--- src/rtl/mem_stage.sv ---
// mem_stage - memory-access stage of the five-stage RISC-V pipeline.
//
// Takes the EX/MEM register contents, drives a word-addressed data-cache
// port, freezes the upstream pipeline while the cache stalls, and registers
// the MEM/WB outputs used by write-back and forwarding.
//
// State table:
//   state | meaning
//   IDLE  | no access outstanding, or the current access completes this cycle
//   BUSY  | cache stalling an outstanding load/store; upstream frozen
//
// Ports:
//   clk, rst         pipeline clock, synchronous active-high reset
//   alu_result       EX/MEM address or ALU result
//   second_opr       EX/MEM store data (rs2)
//   rd_in            destination register
//   memrd_in/memwr_in/mem2reg_in/regwr_in  EX/MEM control bits
//   dcache_ren/wen   cache read/write request (write wins when both set)
//   dcache_addr      word address, alu_result[BIT_W-1:2]
//   dcache_wdata     store data, byte-swapped when SWAP_ENDIAN
//   dcache_rdata     load data from cache
//   dcache_stall     cache busy
//   stall_out        freeze PC, IF/ID, ID/EX, EX/MEM
//   wb_data, rd_out, regwr_out, mem2reg_out  MEM/WB register
//   stall_cnt        saturating count of stall cycles since reset
module mem_stage #(
  parameter int BIT_W       = 32,
  parameter bit SWAP_ENDIAN = 1'b1
) (
  input  logic             clk,
  input  logic             rst,
  input  logic [BIT_W-1:0] alu_result,
  input  logic [BIT_W-1:0] second_opr,
  input  logic [4:0]       rd_in,
  input  logic             memrd_in,
  input  logic             memwr_in,
  input  logic             mem2reg_in,
  input  logic             regwr_in,
  output logic             dcache_ren,
  output logic             dcache_wen,
  output logic [BIT_W-3:0] dcache_addr,
  output logic [BIT_W-1:0] dcache_wdata,
  input  logic [BIT_W-1:0] dcache_rdata,
  input  logic             dcache_stall,
  output logic             stall_out,
  output logic [BIT_W-1:0] wb_data,
  output logic [4:0]       rd_out,
  output logic             regwr_out,
  output logic             mem2reg_out,
  output logic [15:0]      stall_cnt
);

  typedef enum logic [0:0] {
    IDLE = 1'b0,
    BUSY = 1'b1
  } state_t;

  state_t state, state_nxt;

  logic             mem_op;
  logic [BIT_W-1:0] load_data;

  // Little-endian core vs big-endian cache: reverse byte order.
  function automatic logic [BIT_W-1:0] byte_rev(input logic [BIT_W-1:0] d);
    logic [BIT_W-1:0] r;
    r = '0;
    for (int i = 0; i < BIT_W / 8; i++) begin
      r[8*i +: 8] = d[BIT_W-8-8*i +: 8];
    end
    return r;
  endfunction

  assign mem_op       = memrd_in | memwr_in;
  assign dcache_wen   = memwr_in;
  assign dcache_ren   = memrd_in & ~memwr_in;
  assign dcache_addr  = alu_result[BIT_W-1:2];
  assign dcache_wdata = SWAP_ENDIAN ? byte_rev(second_opr) : second_opr;
  assign load_data    = SWAP_ENDIAN ? byte_rev(dcache_rdata) : dcache_rdata;

  // Combinational so the freeze lands in the same cycle the cache stalls;
  // a non-memory instruction never stalls regardless of dcache_stall.
  assign stall_out = mem_op & dcache_stall;

  always_ff @(posedge clk) begin
    if (rst) state <= IDLE;
    else     state <= state_nxt;
  end

  always_comb begin
    state_nxt = state;
    case (state)
      IDLE:    if (mem_op && dcache_stall) state_nxt = BUSY;
      BUSY:    if (!dcache_stall)          state_nxt = IDLE;
      default: state_nxt = IDLE;
    endcase
  end

  // MEM/WB register. A stall cycle inserts a bubble: controls drop, while
  // rd_out/wb_data keep their last values so forwarding sees nothing new.
  always_ff @(posedge clk) begin
    if (rst) begin
      wb_data     <= '0;
      rd_out      <= '0;
      regwr_out   <= 1'b0;
      mem2reg_out <= 1'b0;
    end else if (stall_out) begin
      regwr_out   <= 1'b0;
      mem2reg_out <= 1'b0;
    end else begin
      rd_out      <= rd_in;
      regwr_out   <= regwr_in;
      mem2reg_out <= mem2reg_in;
      wb_data     <= mem2reg_in ? load_data : alu_result;
    end
  end

  always_ff @(posedge clk) begin
    if (rst)
      stall_cnt <= '0;
    else if (stall_out && (stall_cnt != 16'hFFFF))
      stall_cnt <= stall_cnt + 16'd1;
  end

endmodule

--- config.mk ---
export PLATFORM = sky130hd
export DESIGN_NAME = mem_stage
export DESIGN_NICKNAME = d
export VERILOG_FILES = /design/src/rtl/mem_stage.sv
export SDC_FILE = /design/constraint.sdc
export NUM_CORES = 1
export LEC_CHECK = 0
export ABC_CLOCK_PERIOD_IN_PS = 2000
export BUFFER_PORTS_ARGS = -buffer_cell sky130_fd_sc_hd__buf_4
export CORE_AREA = 2 2 88 90
export CTS_BUF_LIST = sky130_fd_sc_hd__clkbuf_8
export DETAILED_ROUTE_END_ITERATION = 12
export DIE_AREA = 0 0 90 92
export PLACE_DENSITY = 0.81
export SLEW_MARGIN = 20
export SYNTH_ARGS = -nofsm -noshare
export SYNTH_HDL_FRONTEND = slang
export SYNTH_SLANG_ARGS = --single-unit
--- constraint.sdc ---
create_clock -name clk -period 2 [get_ports clk]
set_input_delay 0.3 -clock clk [delete_from_list [all_inputs] [get_ports clk]]
set_output_delay 0.3 -clock clk [all_outputs]
set_load 0.05 [all_outputs]
# Yosys cells after proc, flatten, opt, wreduce, memory -nomap -nowiden
# Cells that the tools add are included.
# word_totals
reg_bits,55
# classes
add_sub_neg,1
n_eq_ne,1
mux,1
n_bitwise,4
n_reduce_logical,2
# op_table
op,n
32-bit 2-to-1 mux,1
"16-bit by 1-bit adder with 16-bit output, second input constant",1
"16-bit inequality test, second input constant",1
1-bit bitwise AND,2
2-bit OR reduction,1
1-bit logical AND,1
1-bit NOT,1
1-bit OR,1

# Logic depth before layout (Yosys ltp)
# logic_depth
word_depth,3
ltp_mapped,6
mapped_depth_nobuf,6

# Least setup slack after synthesis
# OpenSTA, ideal clock, no wires.
# synth_path
path_kind,register -> register
startpoint,register stall_cnt[0]
endpoint,register stall_cnt[1]
arrival_ps,1951
path_slack_ps,-75
stages_incl_launch_ff,7
n_path_buf,0
path_cell_list,dfxtp_1 ha_1 inv_1 or3_4 o31ai_4 mux2i_1 nor2_1
# synth_between
elab_chain_len,2
word_cells_on_any_way,3
classes_between,1 x add/sub; 1 x eq/ne; 1 x reduce/logical
# synth_rtl
element,line_no,rtl
from (decl),50,output logic [15:0] stall_cnt
from (signal assigned),121,stall_cnt <= stall_cnt + 16'd1;
branches (longest 2 deep; another with 16-bit by 1-bit adder with 16-bit output),n/a,
# Several ways; the timed one is not identified.
# A chain may end at the register's enable or synchronous reset.

# Worst setup path in the final report
# Ends and elaborated chain as after synthesis.

==> run summary <==
die width - 90 um
synthesis-to-layout area growth - 32.2%
H-tree depth - 2
first-pass GRT wire length - 11,000 um
slew of the pin with the lowest slew margin - 0.513 ns
via count - 2,488
mean post-synth cell area - 9.03 um2
total track usage - 15.8%
Seq/Total Area, Yosys - 37.8%
layout cell share with drive strength beyond 1 - 44.8%
# diodes - 0
status - finished, final reports clean
Worst Clk Skew - 0.00303 ns
mux share of post-synthesis cell area - 11.4%
vias in the first global route - 2,306
TNS Setup - 0 ns
total of max-cap violations - 0
final WL - 6910 um
Startpoint Class - register
DIE AREA - 8280 um2
Unique masters post-synth - 37
Detailed Place HPWL - 5520 um
crit-path max cell delay - 0.42 ns
hold_ws - 0.248 ns
gr ovfl total - 0
yosys warns - 0
Core Rows - 32
overall power - 2.69 mW
Pwr Density - 699 nW/um2
Iter 0 DRT Violations - 56
Initial Util - 39.1%
Post-CTS Hold Fix Bufs - 0
number of routed nets with antenna violations - 0
worst vdd ir - 0.326 mV
RePlAce Congestion - 0.896
syn nets - 431
worst path cell trace - ha_1 -> inv_1 -> or3_4 -> o31ai_4 -> mux2i_1 -> nor2_1
Post-Syn Instances - 322
relative slew slack - 65.8%
initial antenna violation count - 0
RSZ-0062 raised after global routing - false
pin count of the biggest net entering global routing - 37
worst-path fanout max - 8
largest family of logic cells by synthesized area - buffers and inverters
fmax - 0.557 GHz
Yosys reg bits - 55
post-CTS sizing - 0
DR vias/cell - 4.79
critical path class - reg2reg
TritonCTS clock tree - yes
endpoints failing hold - 0
CTS Root Cell - clkbuf_8
num ports - 228
Adder-Cell Fraction of Synth Area - 0.430%
Worst Path Arrival - 1.98 ns
# DRC - 0
fin. max-slew vios - 0
Avg WL per Cell - 13.3 um
worst hold path type - in2reg
nets - 525
total CTS buffers - 5
xor/xnor share of the synthesized area - 3.01%
core area - 7450 um2
crit path max-delay cell type - or3_4
Post-CTS Setup Repair Bufs - 0
drt pass-1 iters - 4
clk sinks - 55
clk_lat worst skew - 0.29 ns
P_leak - 1.82 nW
Max clock buf depth - 2
final setup vio count - 0
Critical Path RT - 2.18 ns
clock slew at reported path FFs - 0.09 ns
Synth Area in Simple Gates - 15.5%
Crit. End Element - register
crit share post-route - 89.8%
die height - 92 um
port bufs - 163
compound-gate portion of the synthesized area - 12.3%
Tmin final - 1.80 ns
Cell Area, Synth - 2910 um2
## path summary, 6_finish.rpt
path / to / slack [ns] / depth (start not counted) / start
worst max-delay path: stall_cnt[1] / 0.20 / 6 / stall_cnt[0]
worst max register to register: stall_cnt[1] / 0.20 / 6 / stall_cnt[0]
worst min register to register: rd_out[4] / 0.46 / 2 / rd_out[4]
worst min-delay path: rd_out[3] / 0.25 / 3 / rd_in[3]
## flip-flops by register name, indices dropped and copies added (netlist names)
| signal | count |
|---|---|
| wb_data | 32 |
| stall_cnt | 16 |
| regwr_out | 1 |
| mem2reg_out | 1 |
| rd_out | 5 |
## layer usage
layer / global-route usage, % / share of wire [%] / up-vias
met5: 0 / 0 / -
met2: 29.1 / 53 / 113
met1: 18.3 / 38 / 1115
met3: 4.27 / 7.6 / 16
li1: - / - / 1244
met4: 3.72 / 1.4 / 0
## cell type report
cell class | count | area, um2
fill | 727 | 3600
timing repair buffer | 167 | 1250
multi-input combinational | 185 | 1250
sequential | 55 | 1100
tap | 102 | 128
clock buffer | 7 | 96.3
inverter | 2 | 12.5
clock inverter | 1 | 3.75
## critical path: cells and delay by family (launching register included)
family / cells / cell delay [ns]
AOI/OAI and AO/OA: 1 / 0.34
DFF: 1 / 0.39
muxes: 1 / 0.25
and+or+nand+nor: 2 / 0.47
adders and majority gates: 1 / 0.19
buffers and inverters: 1 / 0.05
## cells in the mapped netlist (all sizes together)
cell type	count	area [um2]
xor2	6	52.6
or3	2	17.5
ha	1	12.5
nor4	1	6.26
o31ai	3	36.3
a21oi	8	40.0
inv	1	3.75
dlygate4sd1	1	8.76
a31oi	1	6.26
and3	2	13.8
nor3b	4	30.0
nand3	6	30.0
o21ai	2	13.8
nand4	5	52.6
or4	3	26.3
o211ai	1	7.51
clkinv	1	8.76
and4	1	10.0
nor2b	2	12.5
xnor2	4	35.0
mux2i	33	330
clkbuf	13	58.8
dfxtp	55	1100
buf	66	488
nor3	3	15.0
nand2	16	60.1
o21bai	1	7.51
nor2	47	176
a211oi	33	248
## cells by family after synthesis
kind of cell	after synthesis
and+or+nand+nor	92
buffers and inverters	82
DFF	55
AOI/OAI and AO/OA	49
muxes	33
xor gates and xnor gates	10
adders and majority gates	1
## per-stage QoR
stage	worst slack, ns	util (%)	cell area, um2	instances
detailed placement	0.197	50.3	3740	511
CTS	0.190	51.6	3840	519
floorplan	0.0274	-	2910	322
finish	0.203	51.6	3840	519
global placement	0.261	50.3	3740	511
global route	0.0778	51.6	3840	519
## where the power goes
part / leakage [nW] / switching (mW) / internal, mW / total (mW)
clock network: 0.0557 / 0.332 / 0.312 / 0.644
registers: 0.454 / 0.0387 / 1.16 / 1.20
logic: 1.31 / 0.545 / 0.298 / 0.843
total: 1.82 / 0.916 / 1.77 / 2.69
## placed cells by master, fill, tap and decap left out, types with 4 or more instances in the layout
master | netlist | routed
clkbuf_8 | 1 | 7
dfxtp_1 | 55 | 53
mux2i_1 | 33 | 33
buf_4 | 63 | 167
nand3_1 | 6 | 6
nor3b_1 | 4 | 4
xnor2_1 | 4 | 4
nand2_1 | 16 | 16
a21oi_1 | 8 | 8
xor2_1 | 6 | 6
a211oi_1 | 33 | 33
nor2_1 | 47 | 47
No activity file was read; power rests on OpenSTA's default activity.
